`config.mk`:
```
export PLATFORM = sky130hd
export DESIGN_NAME = bram_to_coeff
export DESIGN_NICKNAME = d
export VERILOG_FILES = /design/src/rtl/filt_coeff_pkg.sv /design/src/rtl/rise_edge_det.sv /design/src/rtl/bram_to_coeff.sv
export SDC_FILE = /design/constraint.sdc
export NUM_CORES = 1
export LEC_CHECK = 0
export ABC_AREA = 1
export BUFFER_PORTS_ARGS = -buffer_cell sky130_fd_sc_hd__buf_4
export CAP_MARGIN = 30
export CORE_ASPECT_RATIO = 0.9
export CORE_UTILIZATION = 60
export CTS_CLUSTER_SIZE = 8
export DETAILED_ROUTE_END_ITERATION = 7
export PLACE_DENSITY = 0.89
export SYNTH_ARGS = -nofsm -noshare
export SYNTH_HDL_FRONTEND = slang
export SYNTH_SLANG_ARGS = --single-unit
```
`constraint.sdc`:
```
create_clock -name clk -period 5.6 [get_ports clk]
set_clock_uncertainty 0.15 [all_clocks]
set_input_delay 0.28 -clock clk [delete_from_list [all_inputs] [get_ports clk]]
set_output_delay 0.28 -clock clk [all_outputs]
set_load 0.005 [all_outputs]
```
`src/rtl/filt_coeff_pkg.sv`:
```
// Shared constants and types for the 5x5 filter coefficient loader.
package filt_coeff_pkg;

    localparam int unsigned N_TAPS     = 25;
    localparam int unsigned KERNEL_DIM = 5;
    localparam int unsigned COEFF_W    = 16;
    localparam int unsigned ADDR_W     = 6;
    localparam int unsigned CENTER_TAP = (N_TAPS - 1) / 2;

    typedef enum logic [1:0] {
        StIdle,
        StRead,
        StCommit
    } state_e;

    typedef logic signed [COEFF_W-1:0] coeff_t;

endpackage

```
`src/rtl/rise_edge_det.sv`:
```
// Single-cycle pulse on each rising edge of a synchronous level input.
module rise_edge_det (
    input  logic clk,
    input  logic rst,
    input  logic in_i,
    output logic pulse_o
);

    logic in_q;

    always_ff @(posedge clk or negedge rst) begin
        if (!rst) begin
            in_q <= 1'b0;
        end else begin
            in_q <= in_i;
        end
    end

    assign pulse_o = in_i & ~in_q;

endmodule

```
`src/rtl/bram_to_coeff.sv`:
```
// Reloads a 5x5 FIR kernel from coefficient BRAM on each vs_i rising edge and commits it atomically.
// Optional macro COEFF_IDENTITY_RESET_EN: reset value of coeff22 becomes 1 (identity kernel).
module bram_to_coeff #(
    parameter int unsigned ADDR_W  = 6,
    parameter int unsigned DATA_W  = 32,
    parameter int unsigned COEFF_W = 16
) (
    input  logic                      clk,
    input  logic                      rst,
    input  logic [DATA_W-1:0]         filter_coeff_data,
    output logic [ADDR_W-1:0]         filter_coeff_addr,
    input  logic                      vs_i,
    output logic signed [COEFF_W-1:0] coeff00,
    output logic signed [COEFF_W-1:0] coeff01,
    output logic signed [COEFF_W-1:0] coeff02,
    output logic signed [COEFF_W-1:0] coeff03,
    output logic signed [COEFF_W-1:0] coeff04,
    output logic signed [COEFF_W-1:0] coeff10,
    output logic signed [COEFF_W-1:0] coeff11,
    output logic signed [COEFF_W-1:0] coeff12,
    output logic signed [COEFF_W-1:0] coeff13,
    output logic signed [COEFF_W-1:0] coeff14,
    output logic signed [COEFF_W-1:0] coeff20,
    output logic signed [COEFF_W-1:0] coeff21,
    output logic signed [COEFF_W-1:0] coeff22,
    output logic signed [COEFF_W-1:0] coeff23,
    output logic signed [COEFF_W-1:0] coeff24,
    output logic signed [COEFF_W-1:0] coeff30,
    output logic signed [COEFF_W-1:0] coeff31,
    output logic signed [COEFF_W-1:0] coeff32,
    output logic signed [COEFF_W-1:0] coeff33,
    output logic signed [COEFF_W-1:0] coeff34,
    output logic signed [COEFF_W-1:0] coeff40,
    output logic signed [COEFF_W-1:0] coeff41,
    output logic signed [COEFF_W-1:0] coeff42,
    output logic signed [COEFF_W-1:0] coeff43,
    output logic signed [COEFF_W-1:0] coeff44,
    output logic                      en_d
);

    import filt_coeff_pkg::*;

`ifdef COEFF_IDENTITY_RESET_EN
    localparam bit IdentityReset = 1'b1;
`else
    localparam bit IdentityReset = 1'b0;
`endif

    localparam logic [4:0] LastAddr = 5'(N_TAPS - 1);
    localparam logic [4:0] LastCnt  = 5'(N_TAPS);

    state_e                    state_q, state_d;
    logic [4:0]                cnt_q, cnt_d;
    logic [ADDR_W-1:0]         addr_q, addr_d;
    logic                      en_q;
    logic                      vs_rise;
    logic                      cap_en;
    logic [4:0]                slot;
    logic signed [COEFF_W-1:0] shadow_q [N_TAPS];
    logic signed [COEFF_W-1:0] coeff_q  [N_TAPS];
    logic                      unused_data;

    rise_edge_det u_vs_edge (
        .clk     (clk),
        .rst     (rst),
        .in_i    (vs_i),
        .pulse_o (vs_rise)
    );

    // BRAM has one cycle of read latency, so the word seen during count c belongs to slot c-1.
    assign cap_en      = (state_q == StRead) && (cnt_q != 5'd0);
    assign slot        = cnt_q - 5'd1;
    assign unused_data = ^filter_coeff_data[DATA_W-1:COEFF_W];

    always_comb begin
        state_d = state_q;
        cnt_d   = cnt_q;
        addr_d  = addr_q;
        unique case (state_q)
            StIdle: begin
                addr_d = '0;
                if (vs_rise) begin
                    state_d = StRead;
                    cnt_d   = '0;
                end
            end
            StRead: begin
                cnt_d = cnt_q + 5'd1;
                if (cnt_q < LastAddr) begin
                    addr_d = ADDR_W'(cnt_q) + ADDR_W'(1);
                end
                if (cnt_q == LastCnt) begin
                    state_d = StCommit;
                end
            end
            StCommit: begin
                state_d = StIdle;
                addr_d  = '0;
            end
            default: begin
                state_d = StIdle;
                addr_d  = '0;
            end
        endcase
    end

    always_ff @(posedge clk or negedge rst) begin
        if (!rst) begin
            state_q <= StIdle;
            cnt_q   <= '0;
            addr_q  <= '0;
            en_q    <= 1'b0;
            for (int unsigned i = 0; i < N_TAPS; i++) begin
                coeff_q[i] <= (IdentityReset && i == CENTER_TAP) ? COEFF_W'(1) : '0;
            end
        end else begin
            state_q <= state_d;
            cnt_q   <= cnt_d;
            addr_q  <= addr_d;
            if (state_q == StCommit) begin
                en_q <= 1'b1;
                for (int unsigned i = 0; i < N_TAPS; i++) begin
                    coeff_q[i] <= shadow_q[i];
                end
            end
        end
    end

    always_ff @(posedge clk) begin
        for (int unsigned i = 0; i < N_TAPS; i++) begin
            if (cap_en && slot == 5'(i)) begin
                shadow_q[i] <= filter_coeff_data[COEFF_W-1:0];
            end
        end
    end

    assign filter_coeff_addr = addr_q;
    assign en_d              = en_q;

    assign coeff00 = coeff_q[0];
    assign coeff01 = coeff_q[1];
    assign coeff02 = coeff_q[2];
    assign coeff03 = coeff_q[3];
    assign coeff04 = coeff_q[4];
    assign coeff10 = coeff_q[5];
    assign coeff11 = coeff_q[6];
    assign coeff12 = coeff_q[7];
    assign coeff13 = coeff_q[8];
    assign coeff14 = coeff_q[9];
    assign coeff20 = coeff_q[10];
    assign coeff21 = coeff_q[11];
    assign coeff22 = coeff_q[12];
    assign coeff23 = coeff_q[13];
    assign coeff24 = coeff_q[14];
    assign coeff30 = coeff_q[15];
    assign coeff31 = coeff_q[16];
    assign coeff32 = coeff_q[17];
    assign coeff33 = coeff_q[18];
    assign coeff34 = coeff_q[19];
    assign coeff40 = coeff_q[20];
    assign coeff41 = coeff_q[21];
    assign coeff42 = coeff_q[22];
    assign coeff43 = coeff_q[23];
    assign coeff44 = coeff_q[24];

endmodule

```
==> flow_metrics.py <==
metrics = {
    "routing": {
        "vias": 14800,
        "drc": 0,
        "via_per_inst": 5.69,
        "finalWirelength_um": 72000,
        "antenna_left": 0,
        "firstDrtPassIters": 7,
        "drtIter0Drc": 1157,
        "wl_per_cell_um": 27.6,
    },
    "setup_path": {
        "critical_path_buf_inv_count": 1,
        "cp-start-kind": "flop",
        "cp-startpoint": "cnt_q[0]",
        "cp.arrival_ns": 2.95,
        "worst_path_largest_cell_delay_ns": 0.87,
        "crit_path_cell_trace": "inv_1 -> ha_1 -> xnor2_1 -> nand3_1 -> nor2_2",
        "critPathCaptureType": "flop",
        "required_ns": 5.70,
        "critPathTopFamily": "simple AND/OR/NAND/NOR gates",
        "r2r_start": "cnt_q[0]",
        "worst-setup-path-type": "reg2reg",
        "crit_fanout": 16,
        "critPathSlowestCell": "nor2_2",
    },
    "yosys": {
        "synth_area_leader_cell": "edfxtp_1",
        "yosysWarnings": 0,
        "synth-seq-cells": 815,
        "synth.distinct_cells": 20,
        "synthCells": 1368,
        "syn_avg_cell_area_sq_um": 20.4,
        "synth_top_area_share_pct": 43.0,
        "yosys-top-cells-area": "edfxtp_1 (43%), dfrtp_1 (37%), mux2_2 (16%), buf_6 (1.7%), nor2_1 (0.44%)",
        "synthesis.nets": 1408,
        "synth.yosys.seq_area_share_pct": 80.2,
        "syn_area_sq_um": 27900,
    },
    "grt": {
        "grt_usage_pct": 30.5,
        "grt_pass1_wl_um": 103000,
        "grt-ovfl-total": 0,
        "antenna_found_initial": 0,
        "grt_max_degree": 168,
        "grt_pass1_vias": 15900,
    },
    "clock_network": {
        "hold_buffers": 18,
        "cts_setup_buffers": 0,
        "cts_sinks": 815,
        "insertion_delay_ns": 0.64,
        "clockRootBuffer": "clkbuf_16",
        "htreeDepth": 3,
        "tritoncts": "built",
        "cts_resized": 0,
        "path_clk_slew_ns": 0.05,
        "cts_made_buffers": 111,
        "clockBufferDepth": 3,
    },
    "finish": {
        "largest-register": "shadow_q",
        "nNetsFinal": 1945,
        "layout_common_cells": "buf_4 (433), dfrtp_1 (415), mux2_2 (400), edfxtp_1 (400), clkbuf_16 (113)",
        "largest_register_ffs": 400,
        "final_cells": 2605,
        "drive_above_1_share_pct": 49.6,
        "area_growth_pct": 26.1,
        "final_core_util_pct": 77.1,
        "final_common_cell": "buf_4",
    },
    "placement": {
        "dpl.hpwl_um": 40100,
        "placed_cells_incl_taps": 2380,
        "gp_congestion": 0.844,
        "portBuffers": 425,
    },
    "power_and_ir_drop": {
        "internal_power_mw": 12.0,
        "combinationalPowerShare_pct": 14.0,
        "power_density_nw_per_um2": 457,
        "p_sw_mw": 4.07,
        "p_seq_share_pct": 47.6,
        "power_leakage_nw": 14.3,
        "ir_drop_uv": 423,
        "p_sw_share_pct": 25.3,
        "power.share.clock_pct": 38.4,
    },
    "floorplan": {
        "dieArea_sq_um": 47400,
        "initial_utilization_pct": 61.2,
        "die_h_um": 207,
        "core_area_sq_um": 45600,
        "die_w_um": 229,
        "fp-row-count": 74,
        "num_io_pins": 442,
    },
    "job": {
        "cap_violations": 0,
    },
    "sta": {
        "drv_slew": 0,
        "fin_crit_sh_pct": 50.8,
        "relSlewSlack_pct": 32.3,
        "setup_viol": 0,
        "tightest_slew_ns": 1.02,
        "tns_ns": 0,
        "fmax_mhz": 351,
        "hold_viol": 0,
        "period_minus_slack_ns": 2.85,
        "rsz0062_at_grt": "no",
    },
    "run_status": {
        "status": "finished, final reports clean",
    },
    "worst_hold_path": {
        "hp-class": "in2async",
    },
}
[power by group through the flow]
stage | Clock (mW) | Sequential, mW | Combinational, mW
6_report | 6.18 | 7.66 | 2.26
5_1_grt | 6.49 | 7.72 | 2.40
4_1_cts | 6.23 | 7.65 | 2.27
3_5_place_dp | 0 | 7.72 | 2.22
3_3_place_gp | 0 | 7.64 | 2.06
2_1_floorplan | 0 | 7.64 | 0.820
[layer usage]
metal	up-vias	global-route usage, %	routed length (um)
met4	0	10.6	2010
met2	736	50.1	35900
li1	6142	-	-
met5	-	0	0
met1	7799	39.2	28100
met3	133	9.09	5950
[kinds of logic (layout without fill, tap and decap cells)]
group           Yosys count  after routing  share of synthesized area, %
flops                   815            815                          80.2
compound gates           11             11                         0.215
buf+inv                  58            686                          1.98
mux                     400            400                          16.1
simple gates             77             77                          1.17
other cells               0              1                             0
fa+ha+maj                 5              5                         0.224
xor+xnor                  2              2                        0.0627
[cells in the mapped netlist, drive strengths merged]
master    n
dfrtp   415
edfxtp  400
mux2    400
buf      45
nor2     34
nand2    24
inv      12
nand3    11
o21ai    10
ha        5
nand4     5
nor3      2
clkbuf    1
nand3b    1
o211a     1
xnor2     1
xor2      1
[through the flow]
stage          setup WS [ns]  total power, mW  hold WS (ns)  cell area (sq um)
6_report                2.75             16.1         0.112              35200
5_1_grt                 2.56             16.6         0.181              35200
4_1_cts                 2.60             16.1         0.153              35200
3_5_place_dp            2.59             9.94         0.252              31800
3_3_place_gp            2.59             9.70         0.246              31600
2_1_floorplan           3.08             8.46        -0.166              27900
[area by class of cell]
type	instances	area [sq um]
clock inverters	3	37.5
fillers	2255	10400
clock buffers	201	3160
multi-input cells	495	5030
repair buffers	470	3770
well taps	608	761
inverters	12	45.0
flip-flops and latches	815	22400
diodes	1	2.50
[worst paths after layout]
check | endpoint | slack (ns) | cells past startpoint
max | shadow_q[1][8] | 2.75 | 5
min | coeff14[1] | 0.11 | 2
max reg2reg | shadow_q[1][8] | 2.75 | 5
min reg2reg | coeff00[6] | 0.32 | 1
max in group asynchronous | coeff24[0] | 3.59 | 3
min in group clk | u_vs_edge.in_q | 0.19 | 2
No activity file was read; power rests on OpenSTA's default activity.
